<file path="config.mk">
export PLATFORM = sky130hd
export DESIGN_NAME = memory_access_unit
export DESIGN_NICKNAME = d
export VERILOG_FILES = /design/src/rtl/memory_access_unit.sv
export SDC_FILE = /design/constraint.sdc
export NUM_CORES = 1
export LEC_CHECK = 0
export CAP_MARGIN = 0
export CORE_MARGIN = 2
export CORE_UTILIZATION = 57
export DETAILED_ROUTE_END_ITERATION = 7
export DONT_BUFFER_PORTS = 1
export PLACE_DENSITY = 0.75
export SLEW_MARGIN = 30
export SYNTH_ARGS = -nofsm -noshare
export SYNTH_HDL_FRONTEND = slang
export SYNTH_SLANG_ARGS = --single-unit
</file>
<file path="constraint.sdc">
create_clock -name clock -period 1.5 [get_ports clock]
set_input_delay 0.225 -clock clock [delete_from_list [all_inputs] [get_ports clock]]
set_output_delay 0.225 -clock clock [all_outputs]
set_load 0.05 [all_outputs]
</file>
<file path="src/rtl/memory_access_unit.sv">
// Memory stage of the RV32 pipeline: issues one data-memory access at a time over a
// valid/ready handshake, stalls upstream while it is outstanding, and registers MEM/WB.
//
// state     | meaning
// IDLE      | pass non-memory results to writeback; decode and check new accesses
// REQUEST   | request held on mem_req_*, waiting for mem_req_ready
// WAIT_RESP | load accepted, waiting for mem_resp_valid
module memory_access_unit #(
    parameter int CORE         = 0,
    parameter int DATA_WIDTH   = 32,
    parameter int ADDRESS_BITS = 20
) (
    input  logic                    clock,
    input  logic                    reset,
    input  logic                    memRead,
    input  logic                    memWrite,
    input  logic                    regWrite,
    input  logic [4:0]              rd,
    input  logic [2:0]              funct3,
    input  logic [DATA_WIDTH-1:0]   ALU_result,
    input  logic [31:0]             rs2_data,
    output logic                    mem_req_valid,
    input  logic                    mem_req_ready,
    output logic                    mem_req_write,
    output logic [ADDRESS_BITS-1:0] mem_req_address,
    output logic [31:0]             mem_req_wdata,
    output logic [3:0]              mem_req_byte_en,
    input  logic                    mem_resp_valid,
    input  logic [31:0]             mem_resp_rdata,
    output logic                    stall,
    output logic                    misaligned,
    output logic                    wb_regWrite,
    output logic [4:0]              wb_rd,
    output logic [DATA_WIDTH-1:0]   wb_data
);

    typedef enum logic [1:0] {
        IDLE      = 2'd0,
        REQUEST   = 2'd1,
        WAIT_RESP = 2'd2
    } state_t;

    state_t state, state_next;

    // CORE only tags the instance; it has no functional effect.
    if (CORE < 0) begin : g_invalid_core
    end

    logic        mem_op;
    logic        is_store;
    logic        aligned;
    logic [3:0]  store_byte_en;
    logic [31:0] store_wdata;
    logic [31:0] load_result;
    logic [7:0]  load_byte;
    logic [15:0] load_half;

    logic        regwrite_q;
    logic [4:0]  rd_q;
    logic [2:0]  funct3_q;
    logic [1:0]  offset_q;

    always_comb begin
        mem_op   = memRead | memWrite;
        is_store = memWrite & ~memRead;
        aligned  = 1'b1;
        case (funct3)
            3'b001, 3'b101: aligned = ~ALU_result[0];
            3'b010:         aligned = (ALU_result[1:0] == 2'b00);
            default:        aligned = 1'b1;
        endcase
    end

    always_comb begin
        store_byte_en = 4'b1111;
        store_wdata   = rs2_data;
        if (is_store) begin
            case (funct3)
                3'b000: begin
                    store_byte_en = 4'b0001 << ALU_result[1:0];
                    store_wdata   = {4{rs2_data[7:0]}};
                end
                3'b001: begin
                    store_byte_en = 4'b0011 << ALU_result[1:0];
                    store_wdata   = {2{rs2_data[15:0]}};
                end
                default: begin
                    store_byte_en = 4'b1111;
                    store_wdata   = rs2_data;
                end
            endcase
        end
    end

    always_comb begin
        load_byte   = mem_resp_rdata[{offset_q, 3'b000} +: 8];
        load_half   = offset_q[1] ? mem_resp_rdata[31:16] : mem_resp_rdata[15:0];
        load_result = mem_resp_rdata;
        case (funct3_q)
            3'b000:  load_result = {{24{load_byte[7]}}, load_byte};
            3'b100:  load_result = {24'd0, load_byte};
            3'b001:  load_result = {{16{load_half[15]}}, load_half};
            3'b101:  load_result = {16'd0, load_half};
            default: load_result = mem_resp_rdata;
        endcase
    end

    always_ff @(posedge clock) begin
        if (reset) begin
            state <= IDLE;
        end else begin
            state <= state_next;
        end
    end

    always_comb begin
        state_next = state;
        stall      = 1'b0;
        misaligned = 1'b0;
        case (state)
            IDLE: begin
                if (mem_op && !reset) begin
                    if (aligned) begin
                        stall      = 1'b1;
                        state_next = REQUEST;
                    end else begin
                        misaligned = 1'b1;
                    end
                end
            end
            REQUEST: begin
                stall = ~(mem_req_ready & mem_req_write);
                if (mem_req_ready) begin
                    state_next = mem_req_write ? IDLE : WAIT_RESP;
                end
            end
            WAIT_RESP: begin
                stall = ~mem_resp_valid;
                if (mem_resp_valid) begin
                    state_next = IDLE;
                end
            end
            default: state_next = IDLE;
        endcase
    end

    always_ff @(posedge clock) begin
        if (reset) begin
            mem_req_valid   <= 1'b0;
            mem_req_write   <= 1'b0;
            mem_req_address <= '0;
            mem_req_wdata   <= '0;
            mem_req_byte_en <= '0;
            wb_regWrite     <= 1'b0;
            wb_rd           <= '0;
            wb_data         <= '0;
            regwrite_q      <= 1'b0;
            rd_q            <= '0;
            funct3_q        <= '0;
            offset_q        <= '0;
        end else begin
            case (state)
                IDLE: begin
                    if (!mem_op) begin
                        wb_regWrite <= regWrite;
                        wb_rd       <= rd;
                        wb_data     <= ALU_result;
                    end else begin
                        wb_regWrite <= 1'b0;
                        if (aligned) begin
                            mem_req_valid   <= 1'b1;
                            mem_req_write   <= is_store;
                            mem_req_address <= {ALU_result[ADDRESS_BITS-1:2], 2'b00};
                            mem_req_wdata   <= store_wdata;
                            mem_req_byte_en <= store_byte_en;
                            regwrite_q      <= regWrite;
                            rd_q            <= rd;
                            funct3_q        <= funct3;
                            offset_q        <= ALU_result[1:0];
                        end
                    end
                end
                REQUEST: begin
                    wb_regWrite <= 1'b0;
                    if (mem_req_ready) begin
                        mem_req_valid <= 1'b0;
                    end
                end
                WAIT_RESP: begin
                    if (mem_resp_valid) begin
                        wb_regWrite <= regwrite_q;
                        wb_rd       <= rd_q;
                        wb_data     <= DATA_WIDTH'(load_result);
                    end else begin
                        wb_regWrite <= 1'b0;
                    end
                end
                default: wb_regWrite <= 1'b0;
            endcase
        end
    end

endmodule

</file>
# --- Word-level counts from Yosys, hierarchy flattened ---
# Cells that the tools add are included.
classes:
  eq_ne: 14
  shifts: 3
  n_mux: 32
  bitwise_logic: 7
  reduce_logical: 13
op_table:
  columns: ["operator", "count"]
  rows:
  - ["case mux 32 bit (2 select lines)", 2]
  - ["case mux 32 bit (4 select lines)", 1]
  - ["2-to-1 mux 32 bit", 3]
  - ["variable part select 32 x 6 -> 8 bit", 1]
  - ["2-to-1 mux 16 bit", 1]
  - ["inequality test 2 bit (second input constant)", 6]
  - ["2-to-1 mux 1 bit", 10]
  - ["2-to-1 mux 2 bit", 5]
  - ["2-to-1 mux 5 bit", 2]
  - ["case mux 5 bit (2 select lines)", 1]
  - ["equality test 3 bit (second input constant)", 3]
  - ["case mux 4 bit (2 select lines)", 1]
  - ["AND reduction 4 bit", 2]
  - ["equality test 3 x 1 -> 1 bit (second input constant)", 2]
  - ["zero test 3 bit", 2]
  - ["case mux 1 bit (2 select lines)", 3]
  - ["case mux 2 bit (3 select lines)", 1]
  - ["AND reduction 3 bit", 2]
  - ["zero test 2 bit", 2]
  - ["2-to-1 mux 4 bit", 1]
  - ["NOT 1 bit", 4]
  - ["nonzero test 2 bit", 2]
  - ["left shift 1 x 2 -> 4 bit (first input constant)", 1]
  - ["left shift 2 x 2 -> 4 bit (first input constant)", 1]
  - ["9 further kinds", 10]
totals:
  ff_bits: 107
  in_bits: 111
  out_inout_bits: 98

# --- Logic depth before layout (Yosys ltp) ---
depth:
  depth_word: 6
  ltp_mapped: 7
  mapped_depth_nobuf: 5

# --- Worst setup path after synthesis ---
# Ideal clock, no wire load.
synth_path:
  kind: "register to output"
  start: "register state[0]"
  end: "output stall"
  arrival_ps: 1939
  t_required_ps: 1275
  slack_ps: -664
  path_stages_with_launch: 7
  path_cell_list: "dfxtp_1 nor2_1 o21ai_1 or2_1 buf_4 buf_2 o221ai_1"
synth_between:
  elab_chain_len: 2
synth_rtl:
  columns: ["item", "line", "source"]
  rows:
  - ["start, declared", "43", "state_t state, state_next;"]
  - ["start signal, assigned", "112", "state <= state_next;"]
  - ["equality test 2 bit (tied with other cells)", "120", "case (state)"]
  - ["case mux 1 bit (3 select lines) *", "120", null]
  - ["end, declared", "30", "output logic stall,"]
# Every way passes the cells marked *; elsewhere a longest branch is shown, timed or not.

# --- Worst setup path after layout ---
layout_path:
  start: "register state[0]"
  end: "output misaligned"
layout_between:
  elab_chain_len: 2
layout_rtl:
  columns: ["item", "line", "source"]
  rows:
  - ["zero test 2 bit", "120", null]
  - ["2-to-1 mux 1 bit", "120", null]
  - ["end, declared", "31", "output logic misaligned,"]
# Every way passes these cells.

==> metrics.md <==
| Metric | Value |
|---|---|
| Outcome | complete, but fails checks |
| Failing checks | negative hold slack, negative setup slack |
| Nature of the critical path startpoint | register |
| Root Driver | clkbuf_8 |
| Area contributors post-synth | dfxtp_1 (39%), nand2_1 (12%), a21oi_1 (8.1%) |
| Crit end category | output pin |
| Reg2Reg Depth | 11 |
| Min Hold Slack | -0.103 ns |
| Slew Viols, Final | 0 |
| Power per cell area | 1100 nW/um2 |
| Critical Path AT | 1.81 ns |
| Pleak | 3.08 nW |
| Final net count | 889 |
| Power, Total | 0.00873 W |
| Synth top area share | 0.392 |
| Deepest clock path buffer count | 2 |
| Commonest non-fill, non-tap cell in the layout | nand2_1 |
| DRT antenna net count | 0 |
| WL per Instance | 25.9 um |
| Grt total ovfl | 0 |
| IO Pins | 209 |
| Worst r2r src | state[0]$_SDFFE_PP0P_ |
| CP Data Required Time | 1.27 ns |
| Clk slew on worst S/H paths | 0.13 ns |
| CTS tree | yes |
| Die Width | 102 um |
| Via-to-Cell Ratio | 6.99 |
| Clock skew | 0.0201 ns |
| MaxCap Viol Count | 0 |
| Share of layout cells above drive strength 1 | 0.423 |
| Detailed-route via count | 6379 |
| Most frequent cells in the layout | nand2_1 (138), dfxtp_1 (101), buf_4 (86), a21oi_2 (46), a21oi_1 (43) |
| HP Class | in -> reg |
| Post-synth EDFFs | 0 |
| Clk_lat worst skew | 0.40 ns |
| Hold Path Origin | reset |
| Post-synthesis cell count | 684 |
| Peak supply drop | 676 uV |
| Total global-route track usage | 0.393 |
| Total CTS buffers | 9 |
| Starting density of the core | 0.589 |
| H-tree Lvls | 3 |
| Worst Tran Pin Value | 0.646 ns |
| # fillers | 474 |
| Routed Wire Length | 23700 um |
| Final HPWL DP | 11900 um |
| Core footprint | 9280 um2 |
| Post-synth top area cell | dfxtp_1 |
| Register bit total from synthesis | 107 |
| ANT cells | 0 |
| Hold Path Depth | 1 |
| Final Critical Period | 2.04 ns |
| First-pass GRT wire length | 31400 um |
| Period Utilization, post-route | 1.36 |
| Vias in the first global route | 5925 |
| Fin. Hold Viols | 69 |
| Sequential share of the synthesized area | 0.392 |
| Top FF cell, synth | dfxtp_1 |
| Placement Rows | 35 |
| Slack of the critical path | -0.536 ns |
| Fraction of registers with async set or reset after synthesis | 0 |
| Kind of critical path | reg -> out |
| Slew headroom | 0.569 |
| DR iter-0 viols | 750 |
| Yosys warning total | 0 |
| Achievable frequency | 0.491 GHz |
| First-pass iteration count of the detailed router | 7 |
| Setup slack at placement | -0.176 ns |
| Crit-path max FO | 2 |
| Finish-stage setup viols | 107 |
| RSZ-0062 raised after global routing | true |
| Port buffer count | 0 |
| Die height | 102 um |
| R2r endpoint | mem_req_wdata[27]$_SDFFE_PP0P_ |
| Final GP Congestion | 0.864 |
| Distinct cell type count after synthesis | 46 |
| Final Util | 0.856 |
| Mapped Area | 5470 um2 |
| Largest net degree at the start of global routing | 130 |
| Mapped Avg Cell Area | 7.99 um2 |
| Clock sink count | 107 |
| Setup TNS Final | -25.03 ns |
| Synth-to-Final Area Change | 45.4% |
| DRC viols | 0 |
| Initial antenna violation count | 0 |
| WHS Endpoint | mem_req_address[5]$_SDFFE_PP0P_ |
| Die area | 10400 um2 |
| Worst R2R Setup Slack | -0.46 ns |
routing by layer:
metal | wire length, um | GRT usage | vias to the layer above
met1 | 7920 | 0.473 | 2949
met5 | 0 | 0 | -
met4 | 1950 | 0.235 | 0
met3 | 2990 | 0.103 | 178
li1 | - | - | 2623
met2 | 10800 | 0.630 | 629
worst max-delay path by stage:
| stage | cells past startpoint | startpoint | end | slack [ns] |
|---|---|---|---|---|
| after floorplan | 6 | state[1]$_SDFFE_PP0P_ | stall | -0.16 |
| after global placement | 5 | state[0]$_SDFFE_PP0P_ | wb_data[28]$_SDFFE_PP0P_ | -0.24 |
| after detailed placement | 5 | offset_q[0]$_SDFFE_PP0P_ | wb_data[17]$_SDFFE_PP0P_ | -0.18 |
| after CTS | 6 | state[0]$_SDFFE_PP0P_ | stall | -0.38 |
| after global routing | 7 | state[0]$_SDFFE_PP0P_ | misaligned | -0.56 |
| final | 7 | state[0]$_SDFFE_PP0P_ | misaligned | -0.54 |
power breakdown:
group          internal (W)  switching (W)
Clock              0.000841        0.00122
Sequential          0.00310       0.000532
Combinational       0.00127        0.00177
Total               0.00521        0.00352
registers in the layout (all words and copies together), names as in the netlist, 2 cells and up:
register	cells
funct3_q	3
mem_req_address	18
mem_req_byte_en	4
mem_req_wdata	32
offset_q	2
rd_q	5
state	2
wb_data	32
wb_rd	5
metrics by stage:
stage	std cells	cell area (um2)
after floorplan	685	5570
after global placement	845	6240
after detailed placement	845	6240
after CTS	903	7560
after global routing	912	7950
final	912	7950
kinds of logic (layout without fill, tap and decap cells):
family,Yosys count,in the layout,synth area share
simple gates,269,269,0.215
compound gates,218,218,0.292
flops,107,107,0.392
buf+inv,67,165,0.0597
mux,22,22,0.0414
other cells,1,2,0.000686
worst max-delay path, cell delays in order, from the launching register on:
cell     delay, ns
dfxtp_2       0.37
buf_6         0.13
nor2_4        0.11
o21ai_2       0.08
buf_4         0.14
buf_6         0.11
nor3b_2       0.25
buf_6         0.22
Yosys cell counts (2+ instances only):
cell type / number
mux2i_1: 17
nand3b_1: 22
mux2_2: 5
o21ai_0: 30
buf_2: 21
a22oi_1: 3
a41oi_1: 2
o21ai_1: 2
o211ai_1: 16
a22o_1: 9
a31oi_1: 2
a21oi_2: 2
a2111oi_0: 5
dfxtp_1: 107
nor3b_1: 3
a311oi_1: 8
nor2_1: 42
clkbuf_1: 30
buf_1: 4
a21o_1: 2
inv_1: 3
nor3_1: 7
nand2_1: 172
o41ai_2: 21
a211oi_1: 13
o221ai_1: 6
nand2b_1: 6
nor2b_1: 5
a21oi_1: 89
a221oi_1: 2
buf_4: 5
buf_6: 4
nand3_1: 6
final cells by class:
class | instances | area, um2 | share of cell area
repair buffers | 146 | 1610 | 0.203
flip-flops and latches | 107 | 2150 | 0.271
inverters | 3 | 11.3 | 0.00142
multi-input cells | 511 | 3790 | 0.477
clock inverters | 7 | 100 | 0.0126
clock buffers | 9 | 124 | 0.0156
well taps | 129 | 161 | 0.0203
repair_timing:
item | in CTS | in global routing
cloned | 17 | 1
pin swaps | 66 | 37
buffers inserted | 24 | 10
endpoints found under the setup margin | 98 | 106
gates resized for setup | 118 | 107
hold buffers | 1 | 10
endpoints found under the hold margin | 107 | 107
Note: power is estimated with default switching activity, not from simulation.
